**src/rtl/mar_burst_pkg.sv**
```systemverilog
`default_nettype none
// ============================================================================
// Module   : mar_burst_pkg
// Purpose  : Shared FSM encodings and default widths for the SAP-II MAR burst.
// Revision : 1.0 - initial release
// ============================================================================
package mar_burst_pkg;

    localparam int c_ADDR_W_DEF    = 16;
    localparam int c_LEN_W_DEF     = 3;
    localparam int c_WRAP_BITS_DEF = 2;

    typedef enum logic [1:0] {
        ST_IDLE   = 2'd0,
        ST_BURST  = 2'd1,
        ST_FINISH = 2'd2
    } state_t;

endpackage
`default_nettype wire

```
**src/rtl/mar_burst_if.sv**
```systemverilog
`default_nettype none
// ============================================================================
// Module   : mar_burst_if
// Purpose  : WBUS/controller and RAM-side handshake bundle for mar_burst.
// Revision : 1.0 - initial release
// ============================================================================
interface mar_burst_if
    import mar_burst_pkg::*;
#(
    parameter int ADDR_W = c_ADDR_W_DEF,
    parameter int LEN_W  = c_LEN_W_DEF
);
    logic [ADDR_W-1:0] WBUS;
    logic              nLw;
    logic              nRd;
    logic [LEN_W-1:0]  LEN;
    logic              MEM_ACK;
    logic [ADDR_W-1:0] address;
    logic              MEM_REQ;
    logic              BUSY;
    logic              DONE;

    modport slave (
        input  WBUS, nLw, nRd, LEN, MEM_ACK,
        output address, MEM_REQ, BUSY, DONE
    );

    modport master (
        output WBUS, nLw, nRd, LEN, MEM_ACK,
        input  address, MEM_REQ, BUSY, DONE
    );
endinterface
`default_nettype wire

```
**src/rtl/mar_burst_addr_inc.sv**
```systemverilog
`default_nettype none
// ============================================================================
// Module   : mar_addr_inc
// Purpose  : Next-address logic; linear, or aligned wrap when MAR_WRAP_EN is set.
// Revision : 1.0 - initial release
// ============================================================================
module mar_addr_inc
    import mar_burst_pkg::*;
#(
    parameter int ADDR_W    = c_ADDR_W_DEF,
    parameter int WRAP_BITS = c_WRAP_BITS_DEF
) (
    input  wire logic [ADDR_W-1:0] i_addr,
    output logic      [ADDR_W-1:0] o_next
);

    generate
        if (WRAP_BITS < 1 || WRAP_BITS > ADDR_W) begin : g_bad_wrap
            $error("mar_addr_inc: WRAP_BITS out of range");
        end
    endgenerate

`ifdef MAR_WRAP_EN
    generate
        if (WRAP_BITS == ADDR_W) begin : g_wrap_full
            assign o_next = i_addr + ADDR_W'(1);
        end else begin : g_wrap_win
            // Only the window bits count; the aligned upper bits stay put.
            assign o_next = {i_addr[ADDR_W-1:WRAP_BITS],
                             i_addr[WRAP_BITS-1:0] + WRAP_BITS'(1)};
        end
    endgenerate
`else
    assign o_next = i_addr + ADDR_W'(1);
`endif

endmodule
`default_nettype wire

```
**src/rtl/mar_burst.sv**
```systemverilog
`default_nettype none
// ============================================================================
// Module   : mar_burst
// Purpose  : SAP-II memory address register with sequential read bursts.
//            Optional aligned-wrap increment selected by MAR_WRAP_EN.
// Revision : 1.0 - initial release
// ============================================================================
module mar_burst
    import mar_burst_pkg::*;
#(
    parameter int ADDR_W    = c_ADDR_W_DEF,
    parameter int LEN_W     = c_LEN_W_DEF,
    parameter int WRAP_BITS = c_WRAP_BITS_DEF
) (
    input  wire logic  CLK,
    input  wire logic  nCLR,
    mar_burst_if.slave bus
);

    state_t            r_state;
    state_t            w_state_nxt;
    logic [ADDR_W-1:0] r_addr;
    logic [ADDR_W-1:0] w_addr_inc;
    logic [LEN_W-1:0]  r_remain;
    logic              r_req;
    logic              r_busy;
    logic              r_done;

    mar_addr_inc #(
        .ADDR_W    (ADDR_W),
        .WRAP_BITS (WRAP_BITS)
    ) u_inc (
        .i_addr (r_addr),
        .o_next (w_addr_inc)
    );

    always_ff @(negedge CLK) begin
        if (!nCLR) r_state <= ST_IDLE;
        else       r_state <= w_state_nxt;
    end

    always_comb begin
        w_state_nxt = r_state;
        case (r_state)
            ST_IDLE:   if (!bus.nRd) w_state_nxt = ST_BURST;
            ST_BURST:  if (bus.MEM_ACK && r_remain == LEN_W'(1)) w_state_nxt = ST_FINISH;
            ST_FINISH: w_state_nxt = ST_IDLE;
            default:   w_state_nxt = ST_IDLE;
        endcase
    end

    // Outputs are registered from the next state so they line up with r_state.
    always_ff @(negedge CLK) begin
        if (!nCLR) begin
            r_addr   <= '0;
            r_remain <= '0;
            r_req    <= 1'b0;
            r_busy   <= 1'b0;
            r_done   <= 1'b0;
        end else begin
            r_req  <= (w_state_nxt == ST_BURST);
            r_busy <= (w_state_nxt != ST_IDLE);
            r_done <= (w_state_nxt == ST_FINISH);
            case (r_state)
                ST_IDLE: begin
                    if (!bus.nLw) r_addr <= bus.WBUS;
                    if (!bus.nRd) r_remain <= (bus.LEN == '0) ? LEN_W'(1) : bus.LEN;
                end
                ST_BURST: begin
                    if (bus.MEM_ACK) begin
                        r_addr   <= w_addr_inc;
                        r_remain <= r_remain - LEN_W'(1);
                    end
                end
                default: ;
            endcase
        end
    end

    assign bus.address = r_addr;
    assign bus.MEM_REQ = r_req;
    assign bus.BUSY    = r_busy;
    assign bus.DONE    = r_done;

endmodule
`default_nettype wire

```
**src/flat_wrapper.sv**
```systemverilog
// flat-port wrapper written by rule: the top's interface ports become plain ports
module mar_burst_flat import mar_burst_pkg::*;
#(
    parameter int ADDR_W    = c_ADDR_W_DEF,
    parameter int LEN_W     = c_LEN_W_DEF,
    parameter int WRAP_BITS = c_WRAP_BITS_DEF
)
  (CLK, nCLR, bus_WBUS, bus_nLw, bus_nRd, bus_LEN, bus_MEM_ACK, bus_address, bus_MEM_REQ, bus_BUSY, bus_DONE);
  mar_burst_if #(.ADDR_W(ADDR_W), .LEN_W(LEN_W)) bus_i ();
  input  wire logic CLK;
  input  wire logic nCLR;
  input wire logic [$bits(bus_i.WBUS)-1:0] bus_WBUS;
  input wire logic [$bits(bus_i.nLw)-1:0] bus_nLw;
  input wire logic [$bits(bus_i.nRd)-1:0] bus_nRd;
  input wire logic [$bits(bus_i.LEN)-1:0] bus_LEN;
  input wire logic [$bits(bus_i.MEM_ACK)-1:0] bus_MEM_ACK;
  output wire logic [$bits(bus_i.address)-1:0] bus_address;
  output wire logic [$bits(bus_i.MEM_REQ)-1:0] bus_MEM_REQ;
  output wire logic [$bits(bus_i.BUSY)-1:0] bus_BUSY;
  output wire logic [$bits(bus_i.DONE)-1:0] bus_DONE;
  assign bus_i.WBUS = bus_WBUS;
  assign bus_i.nLw = bus_nLw;
  assign bus_i.nRd = bus_nRd;
  assign bus_i.LEN = bus_LEN;
  assign bus_i.MEM_ACK = bus_MEM_ACK;
  assign bus_address = bus_i.address;
  assign bus_MEM_REQ = bus_i.MEM_REQ;
  assign bus_BUSY = bus_i.BUSY;
  assign bus_DONE = bus_i.DONE;
  mar_burst #(.ADDR_W(ADDR_W), .LEN_W(LEN_W), .WRAP_BITS(WRAP_BITS)) u_core (.CLK(CLK), .nCLR(nCLR), .bus(bus_i));
endmodule
```
**config.mk**
```make
export PLATFORM = sky130hd
export DESIGN_NAME = mar_burst_flat
export DESIGN_NICKNAME = d
export VERILOG_FILES = /design/src/rtl/mar_burst_pkg.sv /design/src/rtl/mar_burst_if.sv /design/src/rtl/mar_burst_addr_inc.sv /design/src/rtl/mar_burst.sv /design/src/flat_wrapper.sv
export SDC_FILE = /design/constraint.sdc
export NUM_CORES = 1
export LEC_CHECK = 0
export CAP_MARGIN = 20
export CORE_MARGIN = 1.5
export CORE_UTILIZATION = 47
export CTS_BUF_LIST = sky130_fd_sc_hd__clkbuf_8 sky130_fd_sc_hd__clkbuf_16
export DETAILED_ROUTE_END_ITERATION = 10
export PLACE_DENSITY = 0.79
export SYNTH_ARGS = -nofsm -noshare
export SYNTH_HDL_FRONTEND = slang
export SYNTH_SLANG_ARGS = --single-unit
```
**constraint.sdc**
```tcl
create_clock -name CLK -period 2.4 [get_ports CLK]
set_clock_uncertainty 0.05 [all_clocks]
set_input_delay 0.48 -clock CLK [delete_from_list [all_inputs] [get_ports CLK]]
set_output_delay 0.48 -clock CLK [all_outputs]
set_load 0.01 [all_outputs]
```
==> flow_summary.toml <==
[clock_tree]
hold_buffers = 0
cts_tree = "yes"
cts_sinks = 24
worstSkewPairLatency_ns = 0.36
root_buffer = "clkbuf_8"
cts_buffer_depth = 2
clk_pin_slew_worst_paths_ns = 0.04
cts_made_buffers = 3
htree_levels = 1

[timing]
fin_setup_tns_ns = -4.783
setup_viol = 35
rsz0062_at_grt = "true"
fin_ws_ns = -0.2494
tightestPinTransition_ns = 0.5529
report.final.hold_viol_count = 0
timing.slew.headroom_pct = 63.14
maxSlewViolCount = 0

[detailed_routing]
wl_per_cell_um = 17.46
viasPerCell = 5.947
drc = 0
totalWireLength_um = 5570
drtPass1Iterations = 4
ant_nets = 0
drtIter0Drc = 166
num_vias = 1897

[global_routing]
grt_pass1_vias = 1932
met1_usage_pct = 38.74
grt.met3_usage_pct = 8.791
grt_max_degree = 20
grt_pass1_wl_um = 8583
antenna_found_initial = 0
grt_use_total_pct = 32.89
grt_busiest_layer = "met2"
gr-total-overflow = 0
met2_usage_pct = 53.81

[floorplanning]
boundaryPins = 43
die_h_um = 58.81
initial_core_util_pct = 48.75
die_x_um = 58.81
dieArea_um2 = 3459
row_count = 20
placeableCoreArea_um2 = 3003

[placement]
routabilityCongestion = 0.8705
hpwl_um = 3446
dp_slack_ns = -0.8846
numPortBuffers = 42

[worst_setup_path]
worstPathArrival_ns = 1.67
cp_slowest_stage_delay_ns = 0.50
critPathMaxFanout = 3
cp_slowest_cell = "or4_4"
end_kind = "flip-flop"
worstPathRequired_ns = 1.42
cpLargestDelayFamily = "simple AND/OR/NAND/NOR gates"
path_cells = "buf_6 -> or2_4 -> a21o_4 -> or4_4 -> a31oi_1"
crit_buf_inv = 1
rr_startpoint = "u_core.r_state[0]$_SDFF_NN0_"
worstSetupPathType = "primary input to flip-flop"
start_kind = "primary input"
cp-startpoint = "bus_nLw"

[yosys]
post-synth-top-count-cell = "nand2_1"
yosys_register_bits = 24
ys_seq_area_share_pct = 32.82
synth_warnings = 0
synth.distinct_cells = 41
syn_inst = 189
syn_area_um2 = 1464
synth_edf_count = 0
synth_area_leaders = "dfxtp_1, nand2_1, nand4_1"
synth_top_cells_by_count = "nand2_1, dfxtp_1, a21oi_1"
yosysTopAreaCell = "dfxtp_1"
synthFlopType = "dfxtp_1"
avgSynthCellArea_um2 = 7.746
async_flop_share_pct = 0
syn-num-nets = 216
yosysTopAreaCellShare_pct = 32.82

[final_layout]
n_antenna_cell = 0
synthToLayoutAreaGrowth_pct = 72.05
n_fill_cell = 189
finalNetCount = 315
utilization_pct = 83.88
drive_gt1_share_pct = 38.46

[min_path]
holdCritStartpoint = "u_core.r_remain[1]$_SDFFE_NN0P_"
hp-class = "flip-flop to flip-flop"

[run]
drv_cap = 0

[outcome]
violations = "setup timing"
status = "complete, but fails checks"

[power]
cellLeakagePower_nw = 1.127
p_per_area_nw_per_um2 = 541.6
max-vdd-ir-drop_mv = 0.4754
==> sequential cells by signal, indices dropped and copies added (netlist names) <==
| signal | cells |
|---|---|
| u_core.bus.address | 16 |
| u_core.r_remain | 3 |
| u_core.r_state | 2 |
| u_core.bus.BUSY | 1 |
| u_core.bus.DONE | 1 |
| u_core.bus.MEM_REQ | 1 |
==> worst min-delay path: stages (launching register included) <==
cell and delay (ns):
dfxtp_1 0.30, nand2_1 0.05, a21boi_0 0.06
==> power by group <==
group	internal (W)	switching (W)	leakage, nW
Sequential	0.000444	0.0000308	0.204
Combinational	0.000255	0.000223	0.774
Clock	0.000165	0.000246	0.149
==> per-layer routing <==
layer  up-vias  share of wire (%)
met5         -                  0
met4         0                2.1
li1        902                  -
met2       100                 50
met3        16                7.0
met1       879                 41
==> final cells by class <==
type	instances	area (um2)	share of cell area (%)
sequential	24	501.7	19.92
inverter	6	22.52	0.8942
clock buffer	3	41.29	1.639
multi-input combinational	146	1025	40.69
tap	33	41.29	1.639
clock inverter	24	90.09	3.577
timing repair buffer	83	797.0	31.64
==> logic make-up after synthesis <==
| logic type | Yosys count | synth area share [%] |
|---|---|---|
| AND/OR/NAND/NOR | 84 | 31.37 |
| adder cells (fa/ha/maj) | 3 | 2.564 |
| AO/OA/AOI/OAI | 54 | 24.45 |
| buffers and inverters | 19 | 5.128 |
| multiplexers | 5 | 3.675 |
| flip-flops | 24 | 32.82 |
==> per-stage QoR <==
| stage | cells | cell area (um2) | total power, W | hold slack [ns] |
|---|---|---|---|---|
| floorplan | 189 | 1494 | 0.0007199 | 0.3910 |
| global placement | 288 | 2177 | 0.0009195 | 0.4014 |
| detailed placement | 288 | 2177 | 0.0009340 | 0.4209 |
| CTS | 319 | 2472 | 0.001347 | 0.4255 |
| global route | 319 | 2519 | 0.001455 | 0.4642 |
| finish | 319 | 2519 | 0.001364 | 0.4204 |
==> repair_timing <==
item	4_1_cts	5_1_grt
pin swaps	21	17
resized for setup	145	20
gates cloned	1	0
endpoints found under the setup margin	43	38
buffers inserted	5	3
==> final timing paths <==
kind	end	slack (ns)	depth (start not counted)
worst max-delay path	u_core.bus.address[14]$_SDFFE_NN0P_	-0.25	5
worst min-delay path	u_core.r_remain[1]$_SDFFE_NN0P_	0.42	2
worst max register to register	u_core.bus.address[3]$_SDFFE_NN0P_	0.28	5
worst min register to register	u_core.r_remain[1]$_SDFFE_NN0P_	0.42	2
==> placed cells by master, fill, tap and decap left out, types with 7 or more instances in the layout <==
| cell type | Yosys | layout |
|---|---|---|
| inv_1 | 7 | 29 |
| nand4_1 | 11 | 11 |
| nand2_1 | 26 | 24 |
| dfxtp_2 | 0 | 17 |
| buf_6 | 0 | 29 |
| clkdlybuf4s50_1 | 0 | 17 |
| a21oi_1 | 12 | 8 |
| dfxtp_1 | 24 | 7 |
| nand3_1 | 8 | 7 |
| buf_4 | 0 | 30 |
(Power assumes the default switching activity.)
